`src/rtl/tmu_pkg.sv`:
```
// Shared types and width helpers for the TMU write-combining burst assembler.
package tmu_pkg;

  typedef enum logic {
    RUNNING    = 1'b0,
    DOWNSTREAM = 1'b1
  } wc_state_e;

  function automatic int unsigned clog2(input int unsigned v);
    int unsigned r;
    int unsigned x;
    r = 0;
    x = 1;
    while (x < v) begin
      x = x << 1;
      r++;
    end
    return r;
  endfunction

  // Pixels per burst, lane-offset width and burst-address width.
  function automatic int unsigned wc_ppb(input int unsigned pixel_width, input int unsigned burst_width);
    return burst_width / pixel_width;
  endfunction

  function automatic int unsigned wc_ow(input int unsigned pixel_width, input int unsigned burst_width);
    return clog2(burst_width / pixel_width);
  endfunction

  function automatic int unsigned wc_bw(input int unsigned fml_depth, input int unsigned burst_width);
    return fml_depth - clog2(burst_width / 8);
  endfunction

endpackage

```
`src/rtl/tmu_burst_wc_line.sv`:
```
// One combining line: tag, per-pixel select and data, with lane decode.
module tmu_burst_line
  import tmu_pkg::*;
#(
  parameter int unsigned pixel_width = 16,
  parameter int unsigned ppb         = 16,
  parameter int unsigned ow          = 4,
  parameter int unsigned tag_width   = 21
) (
  input  logic                       sys_clk,
  input  logic                       sys_rst_n,
  input  logic                       wr,
  input  logic                       alloc,
  input  logic                       clr,
  input  logic [tag_width-1:0]       tag_in,
  input  logic [ow-1:0]              off,
  input  logic [pixel_width-1:0]     pix,
  output logic [tag_width-1:0]       tag,
  output logic [ppb-1:0]             sel,
  output logic [ppb*pixel_width-1:0] data
);

  logic [ow-1:0]  lane;
  logic [ppb-1:0] lane_oh;

  // Offset 0 is the MSB lane, so the lane index is ppb-1-off == ~off.
  always_comb begin
    lane    = ~off;
    lane_oh = ppb'(1) << lane;
  end

  always_ff @(posedge sys_clk or negedge sys_rst_n) begin
    if (!sys_rst_n) begin
      tag  <= '0;
      sel  <= '0;
      data <= '0;
    end else begin
      if (clr) begin
        sel <= '0;
      end else if (alloc) begin
        tag <= tag_in;
        sel <= lane_oh;
      end else if (wr) begin
        sel <= sel | lane_oh;
      end
      if (alloc || wr) begin
        for (int k = 0; k < int'(ppb); k++) begin
          if (lane_oh[k]) data[k*pixel_width +: pixel_width] <= pix;
        end
      end
    end
  end

endmodule

```
`src/rtl/tmu_burst_wc.sv`:
```
// Multi-line write-combining burst assembler with oldest-first eviction.
module tmu_burst_wc
  import tmu_pkg::*;
#(
  parameter  int unsigned fml_depth   = 26,
  parameter  int unsigned pixel_width = 16,
  parameter  int unsigned burst_width = 256,
  parameter  int unsigned nlines      = 2,
  parameter  int unsigned timeout     = 0,
  localparam int unsigned ppb         = wc_ppb(pixel_width, burst_width),
  localparam int unsigned ow          = wc_ow(pixel_width, burst_width),
  localparam int unsigned aw          = fml_depth - clog2(pixel_width / 8),
  localparam int unsigned bw          = wc_bw(fml_depth, burst_width)
) (
  input  logic                   sys_clk,
  input  logic                   sys_rst_n,
  input  logic                   flush,
  output logic                   busy,
  input  logic                   pipe_stb_i,
  output logic                   pipe_ack_o,
  input  logic [pixel_width-1:0] src_pixel_d,
  input  logic [aw-1:0]          dst_addr,
  output logic                   pipe_stb_o,
  input  logic                   pipe_ack_i,
  output logic [bw-1:0]          burst_addr,
  output logic [ppb-1:0]         burst_sel,
  output logic [burst_width-1:0] burst_do
);

  localparam int unsigned xw = (nlines > 1) ? clog2(nlines) : 1;
  localparam int unsigned rw = clog2(nlines) + 1;

  wc_state_e state_q, state_d;

  logic [bw-1:0]          tag_in;
  logic [ow-1:0]          off;
  logic [bw-1:0]          line_tag  [nlines];
  logic [ppb-1:0]         line_sel  [nlines];
  logic [burst_width-1:0] line_data [nlines];
  logic [rw-1:0]          rank_q    [nlines];
  logic [nlines-1:0]      line_wr, line_alloc, line_clr, line_empty;

  logic          hit, any_empty, all_empty, evict_now, accept, idle_hit, found;
  logic [xw-1:0] hit_idx, emp_idx, vic_idx, vidx_q;
  logic [rw-1:0] best;

  assign tag_in = dst_addr[aw-1:ow];
  assign off    = dst_addr[ow-1:0];

  for (genvar g = 0; g < int'(nlines); g++) begin : g_line
    tmu_burst_line #(
      .pixel_width(pixel_width),
      .ppb        (ppb),
      .ow         (ow),
      .tag_width  (bw)
    ) u_line (
      .sys_clk  (sys_clk),
      .sys_rst_n(sys_rst_n),
      .wr       (line_wr[g]),
      .alloc    (line_alloc[g]),
      .clr      (line_clr[g]),
      .tag_in   (tag_in),
      .off      (off),
      .pix      (src_pixel_d),
      .tag      (line_tag[g]),
      .sel      (line_sel[g]),
      .data     (line_data[g])
    );
    assign line_empty[g] = (line_sel[g] == '0);
  end

  assign all_empty = &line_empty;

  // Hit lookup, lowest free line, and victim (highest rank == oldest).
  always_comb begin
    hit       = 1'b0;
    hit_idx   = '0;
    any_empty = 1'b0;
    emp_idx   = '0;
    vic_idx   = '0;
    best      = '0;
    found     = 1'b0;
    for (int i = 0; i < int'(nlines); i++) begin
      if (!line_empty[i] && line_tag[i] == tag_in) begin
        hit     = 1'b1;
        hit_idx = xw'(i);
      end
      if (!line_empty[i] && (!found || rank_q[i] > best)) begin
        found   = 1'b1;
        best    = rank_q[i];
        vic_idx = xw'(i);
      end
    end
    for (int i = int'(nlines) - 1; i >= 0; i--) begin
      if (line_empty[i]) begin
        any_empty = 1'b1;
        emp_idx   = xw'(i);
      end
    end
  end

  if (timeout != 0) begin : g_idle
    localparam int unsigned iw = clog2(timeout + 1);
    logic [iw-1:0] idle_q;

    always_ff @(posedge sys_clk or negedge sys_rst_n) begin
      if (!sys_rst_n) begin
        idle_q <= '0;
      end else if (evict_now || accept || all_empty) begin
        idle_q <= '0;
      end else if (state_q == RUNNING && idle_q != iw'(timeout)) begin
        idle_q <= idle_q + iw'(1);
      end
    end

    assign idle_hit = (idle_q == iw'(timeout)) && !all_empty;
  end else begin : g_no_idle
    assign idle_hit = 1'b0;
  end

  always_comb begin
    evict_now  = (state_q == RUNNING) &&
                 ((pipe_stb_i && !hit && !any_empty) || (flush && !all_empty) || idle_hit);
    pipe_ack_o = (state_q == RUNNING) && !flush && !evict_now && (hit || any_empty);
    accept     = pipe_stb_i && pipe_ack_o;
    busy       = (state_q == DOWNSTREAM) || (flush && !all_empty);
  end

  always_ff @(posedge sys_clk or negedge sys_rst_n) begin
    if (!sys_rst_n) state_q <= RUNNING;
    else            state_q <= state_d;
  end

  // Next state and per-line strobes.
  always_comb begin
    state_d    = state_q;
    line_wr    = '0;
    line_alloc = '0;
    line_clr   = '0;
    case (state_q)
      RUNNING: begin
        if (evict_now) state_d = DOWNSTREAM;
        for (int i = 0; i < int'(nlines); i++) begin
          line_wr[i]    = accept && hit && (hit_idx == xw'(i));
          line_alloc[i] = accept && !hit && (emp_idx == xw'(i));
        end
      end
      DOWNSTREAM: begin
        if (pipe_ack_i) state_d = RUNNING;
        for (int i = 0; i < int'(nlines); i++) begin
          line_clr[i] = pipe_ack_i && (vidx_q == xw'(i));
        end
      end
      default: state_d = RUNNING;
    endcase
  end

  // Age ranks: a newly allocated line is youngest, every other live line ages.
  always_ff @(posedge sys_clk or negedge sys_rst_n) begin
    if (!sys_rst_n) begin
      for (int i = 0; i < int'(nlines); i++) rank_q[i] <= '0;
    end else if (|line_alloc) begin
      for (int i = 0; i < int'(nlines); i++) begin
        if (line_alloc[i])      rank_q[i] <= '0;
        else if (!line_empty[i]) rank_q[i] <= rank_q[i] + rw'(1);
      end
    end
  end

  always_ff @(posedge sys_clk or negedge sys_rst_n) begin
    if (!sys_rst_n) begin
      pipe_stb_o <= 1'b0;
      burst_addr <= '0;
      burst_sel  <= '0;
      burst_do   <= '0;
      vidx_q     <= '0;
    end else if (evict_now) begin
      pipe_stb_o <= 1'b1;
      burst_addr <= line_tag[vic_idx];
      burst_sel  <= line_sel[vic_idx];
      burst_do   <= line_data[vic_idx];
      vidx_q     <= vic_idx;
    end else if (state_q == DOWNSTREAM && pipe_ack_i) begin
      pipe_stb_o <= 1'b0;
    end
  end

endmodule

```
`config.mk`:
```
export PLATFORM = sky130hd
export DESIGN_NAME = tmu_burst_wc
export DESIGN_NICKNAME = d
export VERILOG_FILES = /design/src/rtl/tmu_pkg.sv /design/src/rtl/tmu_burst_wc_line.sv /design/src/rtl/tmu_burst_wc.sv
export SDC_FILE = /design/constraint.sdc
export NUM_CORES = 1
export LEC_CHECK = 0
export BUFFER_PORTS_ARGS = -buffer_cell sky130_fd_sc_hd__buf_2
export CAP_MARGIN = 20
export CORE_UTILIZATION = 40
export CTS_CLUSTER_DIAMETER = 60
export DETAILED_ROUTE_END_ITERATION = 16
export HOLD_SLACK_MARGIN = 0.06
export SYNTH_ARGS = -nofsm -noshare
export SYNTH_HDL_FRONTEND = slang
export SYNTH_SLANG_ARGS = --single-unit
```
`constraint.sdc`:
```
create_clock -name sys_clk -period 3.4 [get_ports sys_clk]
set_input_delay 0.68 -clock sys_clk [delete_from_list [all_inputs] [get_ports sys_clk]]
set_output_delay 0.68 -clock sys_clk [all_outputs]
set_load 0.02 [all_outputs]
```
# Word-level counts from Yosys, hierarchy flattened
# Cells that the tools add are included.
[totals] reg_bits=886 out_inout_bits=296 word_cells=174
[op_classes] addsub=2 order_cmp=2 n_eq_ne=4 shift=1 muxes=35 bitwise_logic=10 n_reduce_logical=76
[op_table] op="two-way mux 256 bit" count=3
[op_table] op="two-way mux 16 bit" count=9
[op_table] op="AND reduction 2 bit" count=37
[op_table] op="two-way mux 21 bit" count=3
[op_table] op="== test 21 bit" count=2
[op_table] op="zero test 16 bit" count=2
[op_table] op="OR 16 bit" count=2
[op_table] op="logical AND 1 bit" count=20
[op_table] op="two-way mux 2 bit" count=8
[op_table] op="<< shifter 1 x 4 -> 16 bit (first input constant)" count=1
[op_table] op="two-way mux 1 bit" count=11
[op_table] op="zero test 1 bit" count=7
[op_table] op="logical OR 1 bit" count=6
[op_table] op="NOT 1 bit" count=6
[op_table] op="nonzero test 3 bit" count=2
[op_table] op="adder 2 x 1 -> 2 bit (second input constant)" count=2
[op_table] op="inequality test 2 bit (second input constant)" count=2
[op_table] op="NOT 4 bit" count=1
[op_table] op=">= comparator 2 bit (second input constant)" count=1
[op_table] op="greater-than comparator 2 bit" count=1
[op_table] op="NOT 1 -> 2 bit" count=1
[op_table] op="case mux 1 bit (2 select lines)" count=1
[op_table] op="nonzero test 2 bit" count=1
[op_table] op="OR reduction 2 bit" count=1

# Logic depth before layout (Yosys ltp)
# Gate-level depths: netlist (run 1).
[depth] ltp_word=20 depth_mapped=12 depth_no_buf=10

# Hierarchy
# A second synthesis (run 1) with hierarchy kept.
[hier_totals] hier_cells=2423 hier_area_um2=38877.3
[by_module_without_submodules] mod="tmu_burst_line" instances=2 cells_per_inst=669 area_per_inst_um2=11167.0
[by_module_without_submodules] mod="tmu_burst_wc" instances=1 cells_per_inst=1085 area_per_inst_um2=16543.4

# Least setup slack after synthesis (run 1)
# Ideal clock, no wire load.
[synth_timing] path_kind="in2out" startpoint="input port dst_addr[23]" endpoint="output port pipe_ack_o" arrival_time_ps=2632 t_required_ps=2720 setup_slack_ps=88 cell_stages=7 n_path_buf=2 path_cell_list="xor2_1 -> nor4_1 -> nand4_1 -> or3_1 -> buf_2 -> buf_2 -> a311oi_1"
[synth_between] elab_chain_len=12 elab_cells_between_ends=15 classes_between="2 x eq/ne; 2 x mux; 11 x reduce/logical"
[synth_lines] element="from (decl)" line_no="tmu_burst_wc.sv:22" text="input logic [aw-1:0] dst_addr,"
[synth_lines] element="== test 21 bit" line_no="tmu_burst_wc.sv:84" text="if (!line_empty[i] && line_tag[i] == tag_in) begin"
[synth_lines] element="logical AND 1 bit" line_no="tmu_burst_wc.sv:84"
[synth_lines] element="two-way mux 1 bit" line_no="tmu_burst_wc.sv:84"
[synth_lines] element="two-way mux 1 bit (*)" line_no="tmu_burst_wc.sv:84"
[synth_lines] element="zero test 1 bit" line_no="tmu_burst_wc.sv:123" text="((pipe_stb_i && !hit && !any_empty) || (flush && !all_empty) || idle_hit);"
[synth_lines] element="logical AND 1 bit (2 in a row)" line_no="tmu_burst_wc.sv:123"
[synth_lines] element="logical OR 1 bit" line_no="tmu_burst_wc.sv:123"
[synth_lines] element="logical AND 1 bit" line_no="tmu_burst_wc.sv:122" text="evict_now = (state_q == RUNNING) &&"
[synth_lines] element="zero test 1 bit" line_no="tmu_burst_wc.sv:124" text="pipe_ack_o = (state_q == RUNNING) && !flush && !evict_now && (hit || any_empty);"
[synth_lines] element="logical AND 1 bit" line_no="tmu_burst_wc.sv:124"
[synth_lines] element="logical AND 1 bit (*)" line_no="tmu_burst_wc.sv:124"
[synth_lines] element="to (decl)" line_no="tmu_burst_wc.sv:20" text="output logic pipe_ack_o,"
# Mark *: on every way between the ends. The rest lies on a longest branch, timed or not.

# Worst setup path after layout (run 1)
[layout_timing] startpoint="register g_line[0].u_line.tag[2]" endpoint="output port pipe_ack_o"
[layout_between] elab_chain_len=12 elab_cells_between_ends=13 classes_between="1 x eq/ne; 2 x mux; 10 x reduce/logical"
[layout_lines] element="from (decl)" line_no="tmu_burst_wc_line.sv:18" text="output logic [tag_width-1:0] tag,"
[layout_lines] element="from (signal assigned)" line_no="tmu_burst_wc_line.sv:41" text="tag <= tag_in;"
[layout_lines] element="== test 21 bit (*)" line_no="tmu_burst_wc.sv:84"
[layout_lines] element="logical AND 1 bit (*)" line_no="tmu_burst_wc.sv:84"
[layout_lines] element="two-way mux 1 bit (*) (2 in a row)" line_no="tmu_burst_wc.sv:84"
[layout_lines] element="zero test 1 bit" line_no="tmu_burst_wc.sv:123"
[layout_lines] element="logical AND 1 bit (2 in a row)" line_no="tmu_burst_wc.sv:123"
[layout_lines] element="logical OR 1 bit" line_no="tmu_burst_wc.sv:123"
[layout_lines] element="logical AND 1 bit" line_no="tmu_burst_wc.sv:122"
[layout_lines] element="zero test 1 bit" line_no="tmu_burst_wc.sv:124"
[layout_lines] element="logical AND 1 bit" line_no="tmu_burst_wc.sv:124"
[layout_lines] element="logical AND 1 bit (*)" line_no="tmu_burst_wc.sv:124"
# Marks and branches as above.

==> impl_results.md, run 1 <==
- Final setup fails: 1
- Crit. End Element: output pin
- Iteration-0 DRC Markers: between 900 and 1000
- IO buf count: roughly 340
- Syn nets: 2500
- DRC viols: 0
- Critical Path Source: g_line[0].u_line.tag[2]
- Post-synth top flop: dfrtp_1
- Final Wtd Congestion: roughly 0.8
- Setup_tns: -1.96 ps
- Worst setup margin: -1.96 ps
- Synthesized area: about 38000 um2
- Startpoint types: flip-flop
- Slew @ Worst Pin: ~930 ps
- Ys Warns: 0
- Vias per cell: between 5 and 6
- PwrDens: between 1000 and 1500 nW/um2
- Number of synthesized register bits: a little under 900
- Fmax: 0.294 GHz
- Worst R2R Path Depth: 13
- Die area: about 96000 um2
- Total Wirelength: 100000 um
- Seq. cell area: 22200 um2
- CTS root buf: clkbuf_16
- Hold crit path type: in -> async
- CTS clk-pin slew, worst paths: 60 ps
- Final Hold Fails: 0
- Worst R2R Start: g_line[0].u_line.sel[2]
- Violated checks: negative setup slack
- Status: complete, but fails checks
- Post-synthesis sequential area ratio: 58.3%
- Post-synth EDFFs: 0
- WS Path Type: reg -> out
- FF-to-FF setup slack: roughly 160 ps
- Leak: about 0.023 uW
- First-pass GRT wire length: between 150000 and 200000 um
- Total track usage: 20.9%
- Post-DP HPWL: approximately 66000 um
- Slew headroom: between 30% and 40%
- Crit path time final: around 3400 ps
- RSZ-0062 raised after global routing: yes
- Die Wd: around 310 um
- Fin Hold WS: between 60 and 70 ps
- Core area: roughly 94000 um2
- CTS buffer count: roughly 100
- Max-slew violation count: 0
- Vias in the first global route: ~24000
- Synth cell types: 53
- Total number of vias: 22000
- Worst Path Required: 2720 ps
- Largest net degree at the start of global routing: 82
- Routed Antenna Nets: 0
- Crit share post-route: 100%
- Fill cell count: about 8000
- CTS H-Tree Depth: 3
- Clk sink count: about 900
- Crit path arrival time: 2720 ps
- Ys async rst share: 100%
- Gr ovfl total: 0
- Layout area overhead: 21.1%
- Post-Synthesis Cells: approximately 2500
- Avg Cell Area, Syn: between 15 and 20 um2
- Max_cap viols: 0
- Initial antenna violation count: 7
- Nets: about 2900
- Worst reg2reg endpoint: burst_do[240]
- Num rows: between 100 and 150
- Ports: about 340
- Skew final: roughly 30 ps
- Chip height: roughly 310 um
- Area of the multi-input gates: ~15000 um2
- Initial core utilization: just over 40%
- Drt first pass iters: 5
- Clk_lat worst skew: around 670 ps
- Max FO, Critical Path: 3
- DR WL/cell: approximately 24 um
- CTS tree: yes
- Layout cell share with drive strength beyond 1: 62.3%
- Peak VDD IR: around 0.00084 V
- CP Capture Point: pipe_ack_o
- CTS Buffer Depth: 3
kinds of logic after synthesis:
family          share of synthesized area [%]
mux                                      33.8
flops                                    58.3
buf+inv                                  2.80
simple gates                             2.12
compound gates                           1.94
xor+xnor                                0.967
fa+ha+maj                              0.0657
worst min path at each step:
stage               slack, ps                         to                 startpoint
floorplan                 380              burst_addr[0]                  sys_rst_n
global route               90             burst_addr[14]                  sys_rst_n
finish                     60   g_line[1].u_line.tag[14]                  sys_rst_n
CTS                        70   g_line[1].u_line.tag[14]                  sys_rst_n
global placement          470  g_line[0].u_line.data[92]  g_line[0].u_line.data[92]
detailed placement        480  g_line[0].u_line.data[91]  g_line[0].u_line.data[91]
per-stage QoR:
stage | setup slack, ps | util [%] | power [uW] | cells | cell area (um2)
global placement | -219 | 45.2 | 40500 | 4010 | 42400
floorplan | 88.4 | - | 32000 | 2452 | 38100
detailed placement | -238 | 45.2 | 41000 | 4010 | 42400
CTS | -101 | 49.0 | 52700 | 4197 | 45900
global route | -136 | 49.2 | 55500 | 4205 | 46100
finish | -1.96 | 49.2 | 52700 | 4207 | 46100
synthesized netlist by cell type (4+ instances only):
cell      instances  area share (%)
a21boi_0         10            0.20
nand4_2           9            0.30
a21oi_1          13            0.17
mux2_4           36             1.4
nand2_1          31            0.31
inv_1            21            0.21
dfrtp_1         886              58
clkbuf_1         66            0.65
buf_8             4            0.16
buf_4            19            0.37
nor4_4            7            0.39
buf_2            69            0.91
nor2_1           10           0.099
nand3_1           6           0.079
mux2_1            5            0.15
o32a_1            5            0.13
o21a_1           15            0.30
nor3_1            5           0.066
xor2_1           38            0.87
nand4_1           4           0.066
buf_6            14            0.41
o21ai_0          13            0.17
o32ai_4           7            0.51
buf_1             4           0.039
nor4_1           13            0.21
mux2_2         1091              32
nand2b_1          4           0.066
xnor2_1           4           0.092
or3_1             4           0.066
final cells by class:
class / count / share of cell area (%)
well taps: 1254 / 3.40
repair buffers: 487 / 8.28
clock buffers: 138 / 6.18
multi-input cells: 1368 / 32.4
inverters: 21 / 0.171
flip-flops and latches: 886 / 48.1
diodes: 5 / 0.0271
clock inverters: 48 / 1.41
cell usage in the layout (no fill, tap or decap), types with 31 or more instances in the layout:
cell and count:
mux2_4 36, buf_4 68, clkbuf_16 106, dfrtp_1 886, nand2_1 31, xor2_1 38, buf_2 339, mux2_2 1091
buf_12 74
what timing repair did:
item / 4_1_cts / 5_1_grt
buffers inserted: 2 / 2
cloned: 0 / 3
resized for setup: 11 / 9
pin swaps: 3 / 2
setup endpoints to repair: 82 / 230
hold buffers: 0 / 0
worst max-delay path, stage by stage, from the launching register on:
cell and delay, ps:
dfrtp_1 400, xor2_1 160, nor4_2 370, nand4_2 270
o21a_4 320, a311oi_2 280, buf_4 160, buf_6 110
state kept, by name, summed over array words and instances (netlist names):
name / count
state_q: 1
pipe_stb_o: 1
g_line.u_line.sel: 32
vidx_q: 1
burst_sel: 16
burst_addr: 21
rank_q: 4
burst_do: 256
g_line.u_line.tag: 42
g_line.u_line.data: 512
per-layer routing:
| layer | track usage [%] | vias up | routed length [um] |
|---|---|---|---|
| met4 | 6.64 | 2 | 2610 |
| met5 | 1.06 | - | 143 |
| met2 | 33.8 | 499 | 48300 |
| met1 | 28.7 | 11700 | 45000 |
| met3 | 3.18 | 154 | 4220 |
| li1 | - | 9643 | - |
where the power goes:
group          total, uW  internal, uW  switching [uW]
registers          16700         14300            2430
clock network      11300          6880            4460
logic              24700         12400           12300
(Power assumes the default switching activity.)
==> inputs of run 2 (changes only) <==
Settings changed: CORE_MARGIN set to 10, PLACE_DENSITY_LB_ADDON set to 0.3, SETUP_SLACK_MARGIN set to 0.1.
==> impl_results.md, run 2 (synthesized netlist as in run 1, its figures left out) <==
- DRC viols: 0
- Crit path time final: 3510 ps
- Routed Antenna Nets: 0
- CTS clk-pin slew, worst paths: approximately 60 ps
- Worst setup margin: -111 ps
- Final setup fails: 1
- WS Path Type: reg -> out
- Hold buffers post-CTS: 0
- Slew headroom: between 30% and 40%
- Peak VDD IR: approximately 0.001 V
- Setup_tns: -111 ps
- DR WL/cell: 23.9 um
- Die area: ~110000 um2
- Startpoint types: flip-flop
- CTS Buffer Depth: 3
- Total Wirelength: 101000 um
- Final Util: approximately half
- Max_cap viols: 0
- Layout area overhead: 20.5%
- Gr ovfl total: 0
- Fmax: ~0.28 GHz
- Max FO, Critical Path: 2
- Total number of vias: between 20000 and 25000
- Pwr Total: slightly above 50000 uW
- Hold crit path type: in -> async
- Crit path arrival time: between 2000 and 3000 ps
- Largest Register: g_line.u_line.data
- Final Hold Fails: 0
- CP peak stage delay: between 400 and 500 ps
- Total track usage: 18.5%
- Slew @ Worst Pin: ~940 ps
- Iteration-0 DRC Markers: between 1000 and 1500
- Max FFs per register: between 500 and 600
- Post-DP HPWL: 68700 um
- Worst Path Required: approximately 2700 ps
- Drt first pass iters: 5
- Clk_lat worst skew: around 660 ps
- Crit path buf inv count: 2
- IO buf count: about 340
- Initial antenna violation count: 7
- Dpl cell area: 42400 um2
- Skew final: between 30 and 40 ps
- CTS tree: yes
- Ports: 342
- Final Wtd Congestion: approximately 0.83
- Num rows: 113
- Violated checks: negative setup slack
- Chip height: approximately 330 um
- Layout cell share with drive strength beyond 1: between 60 and 70%
- Vias in the first global route: roughly 24000
- Largest net degree at the start of global routing: 86
- Status: complete, but fails checks
- Top delay family on crit path: simple AND/OR/NAND/NOR gates
- Max-slew violation count: 0
- Final non-filler cell area: 45800 um2
- Core area: 94700 um2
- Biggest registers after layout: g_line.u_line.data: 512 flops, burst_do: 256 flops, g_line.u_line.tag: 42 flops
- Leak: around 0.023 uW
- Crit path max-delay cell type: or3_4
- CTS root buf: clkbuf_16
- CTS H-Tree Depth: 3
- Vias per cell: between 5 and 6
- Commonest non-fill, non-tap cell in the layout: mux2_2
- RSZ-0062 raised after global routing: yes
- Crit. End Element: output pin
- Most frequent cells in the layout: mux2_2, dfrtp_1, buf_2
- Initial core utilization: around 40%
- Clk sink count: 886
- Die Wd: between 300 and 400 um
- PwrDens: 1120 nW/um2
- Crit share post-route: 103%
- Cells along the critical path: xor2_1 -> nor4_2 -> buf_4 -> nand4_1 -> or3_4 -> a311oi_4 -> buf_6
- Nets: 2925
- CTS buffer count: 102
- First-pass GRT wire length: 154000 um
-- run 2: cell type report --
cell class | count | area [um2]
clock buffers | 149 | 2940
fillers | 8076 | 48900
diodes | 4 | 10.0
inverters | 21 | 78.8
well taps | 1265 | 1580
flip-flops and latches | 886 | 22200
clock inverters | 32 | 364
repair buffers | 498 | 3730
multi-input cells | 1368 | 15000
-- run 2: timing repair --
item / CTS / global route
buffers inserted: 4 / 1
cloned: 0 / 1
gates resized for setup: 10 / 9
pin swaps: 5 / 2
setup endpoints to repair: 2 / 256
endpoints found under the hold margin: 0 / 0
-- run 2: path summary, 6_finish.rpt --
kind                                           start                         end  slack, ps  cells past startpoint
setup reg to reg            g_line[0].u_line.sel[14]               burst_do[174]        220                     11
max in group asynchronous                  sys_rst_n  g_line[0].u_line.data[220]       2250                      2
hold / removal                             sys_rst_n               burst_do[216]        110                      1
hold reg to reg            g_line[0].u_line.data[91]   g_line[0].u_line.data[91]        490                      1
setup / recovery            g_line[1].u_line.tag[17]                  pipe_ack_o       -110                      7
min in group sys_clk                    dst_addr[18]    g_line[1].u_line.tag[14]        330                      2
-- run 2: per-stage QoR --
stage / cells / setup slack (ps) / hold WS [ps]
3_5_place_dp: 4032 / -174 / 486
2_1_floorplan: 2452 / 260 / 384
4_1_cts: 4217 / -175 / 119
5_1_grt: 4221 / -239 / 145
6_report: 4223 / -111 / 112
3_3_place_gp: 4032 / -171 / 470
-- run 2: power breakdown --
| part | leakage [uW] | internal [uW] | switching, uW |
|---|---|---|---|
| combinational | 0.00956 | 12000 | 12300 |
| sequential | 0.0121 | 14300 | 2170 |
| clock | 0.00163 | 6440 | 4340 |
-- run 2: layer usage --
layer / routed length (um) / vias to the layer above / GRT usage, %
li1: - / 9619 / -
met1: 44200 / 11700 / 24.2
met2: 49300 / 469 / 30.8
met3: 4990 / 152 / 3.79
met4: 2620 / 0 / 5.47
met5: 0 / - / 0
==> inputs of run 3 (changes only) <==
Settings changed: SKIP_CTS_REPAIR_TIMING set to 1.
==> impl_results.md, run 3 (synthesized netlist as in run 1, its figures left out) <==
- Status: complete, but fails checks
- Violated checks: negative setup slack
- Core area: roughly 95000 um2
- Crit path arrival time: 2860 ps
- Total Wirelength: just over 100000 um
- Slew @ Worst Pin: between 900 and 1000 ps
- Max FFs per register: about 510
- Max_cap viols: 0
- Total number of vias: roughly 22000
- Clk_lat worst skew: ~660 ps
- Biggest registers after layout: g_line.u_line.data: 512 flops, burst_do: 256 flops, g_line.u_line.tag: 42 flops
- Iteration-0 DRC Markers: between 1000 and 1500
- Die Wd: between 300 and 400 um
- Met1 usage: 24.2%
- CTS tree: yes
- Final Hold Fails: 0
- CP peak stage delay: 410 ps
- Crit share post-route: 104%
- DRC viols: 0
- Vias in the first global route: approximately 24000
- Num rows: roughly 110
- Max FO, Critical Path: 3
- Routed Antenna Nets: 0
- PwrDens: between 1000 and 1500 nW/um2
- CTS root buf: clkbuf_16
- DR WL/cell: roughly 24 um
- Post-DP HPWL: between 60000 and 70000 um
- Met2 Use GR: between 30% and 40%
- First-pass GRT wire length: 153000 um
- Worst R2R Start: g_line[0].u_line.sel[14]
- Fin Hold WS: a little under 80 ps
- Initial core utilization: between 40% and 50%
- Total track usage: about 18%
- Startpoint types: flip-flop
- Final Wtd Congestion: roughly 0.83
- Worst R2R Path Depth: 11
- Most frequent cells in the layout: mux2_2, dfrtp_1, buf_2
- Skew final: between 30 and 40 ps
- Fmax: between 0.2 and 0.3 GHz
- Chip height: 328 um
- Crit path max-delay cell type: or3_4
- Hold crit path type: in -> async
- FF-to-FF setup slack: about 190 ps
- WS Path Type: reg -> out
- Vias per cell: just over 5
- Ports: between 300 and 400
- Max-slew violation count: 0
- Clk sink count: ~890
- Largest net degree at the start of global routing: 86
- Nets: 2921
- Initial antenna violation count: 6
- CTS H-Tree Depth: 3
- CTS buffer count: 102
- Met3 usage: around 3.8%
- Die area: around 110000 um2
- Commonest non-fill, non-tap cell in the layout: mux2_2
- Drt first pass iters: 5
- Crit path time final: 3540 ps
- Layout cell share with drive strength beyond 1: slightly above 60%
- IO buf count: roughly 340
- RSZ-0062 raised after global routing: yes
- Layout area overhead: 20.3%
- Worst Path Required: 2720 ps
- Leak: between 0.02 and 0.025 uW
- Worst reg2reg endpoint: burst_do[174]
- Worst setup margin: -143 ps
- Cells along the critical path: xor2_1 -> nor4_2 -> buf_4 -> nand4_1 -> or3_4 -> a311oi_4 -> buf_6
- GRT busiest layer: met2
- Crit. End Element: output pin
- Final setup fails: 1
- Gr ovfl total: 0
- CTS clk-pin slew, worst paths: 60 ps
- Peak VDD IR: around 0.0010 V
- Largest Register: g_line.u_line.data
- CTS Buffer Depth: 3
- Final Util: roughly 48%
- Slew headroom: between 30 and 40%
-- run 3: cell types whose count changed in the layout (fill, tap and decap cells not counted) --
cell     delta
buf_4       -4
diode_2     -2
nor4_1      +1
nor4_4      -1
-- run 3: layout make-up --
class / instances / area, um2
fill: 8076 / 48900
sequential: 886 / 22200
multi-input combinational: 1368 / 15000
timing repair buffer: 494 / 3700
clock buffer: 149 / 2940
tap: 1265 / 1580
clock inverter: 32 / 364
inverter: 21 / 78.8
antenna: 2 / 5.00
-- run 3: metal layers --
layer / vias to the layer above / wire length [um]
li1: 9609 / -
met1: 11700 / 44100
met4: 0 / 2770
met2: 481 / 49200
met3: 161 / 5070
met5: - / 0
-- run 3: worst max-delay path: cells and delay by family (launching register included) --
family	cells	cell delay, ps
simple gates	3	910
flops	1	400
compound gates	1	390
buf+inv	2	330
xor+xnor	1	170
-- run 3: worst max-delay path by stage --
stage	start	to	slack, ps
2_1_floorplan	dst_addr[23]	pipe_ack_o	260
3_3_place_gp	dst_addr[23]	pipe_ack_o	-170
3_5_place_dp	dst_addr[23]	pipe_ack_o	-170
4_1_cts	g_line[1].u_line.tag[19]	pipe_ack_o	-490
5_1_grt	g_line[1].u_line.tag[0]	pipe_ack_o	-280
6_report	g_line[1].u_line.tag[0]	pipe_ack_o	-140
-- run 3: through the flow --
stage	setup TNS (ps)	total power [uW]	cells	instance area (um2)	setup slack [ps]
floorplan	0	32000	2452	38100	260
global placement	-1980	40200	4032	42400	-171
detailed placement	-5200	40900	4032	42400	-174
CTS	-588	51900	4213	45700	-485
global route	-291	54300	4216	45800	-277
finish	-143	51600	4217	45800	-143
-- run 3: where the power goes --
group | internal, uW | switching, uW | leakage, uW
clock | 6440 | 4350 | 0.00163
sequential | 14300 | 2170 | 0.0121
combinational | 12000 | 12300 | 0.00954
total | 32700 | 18900 | 0.0233
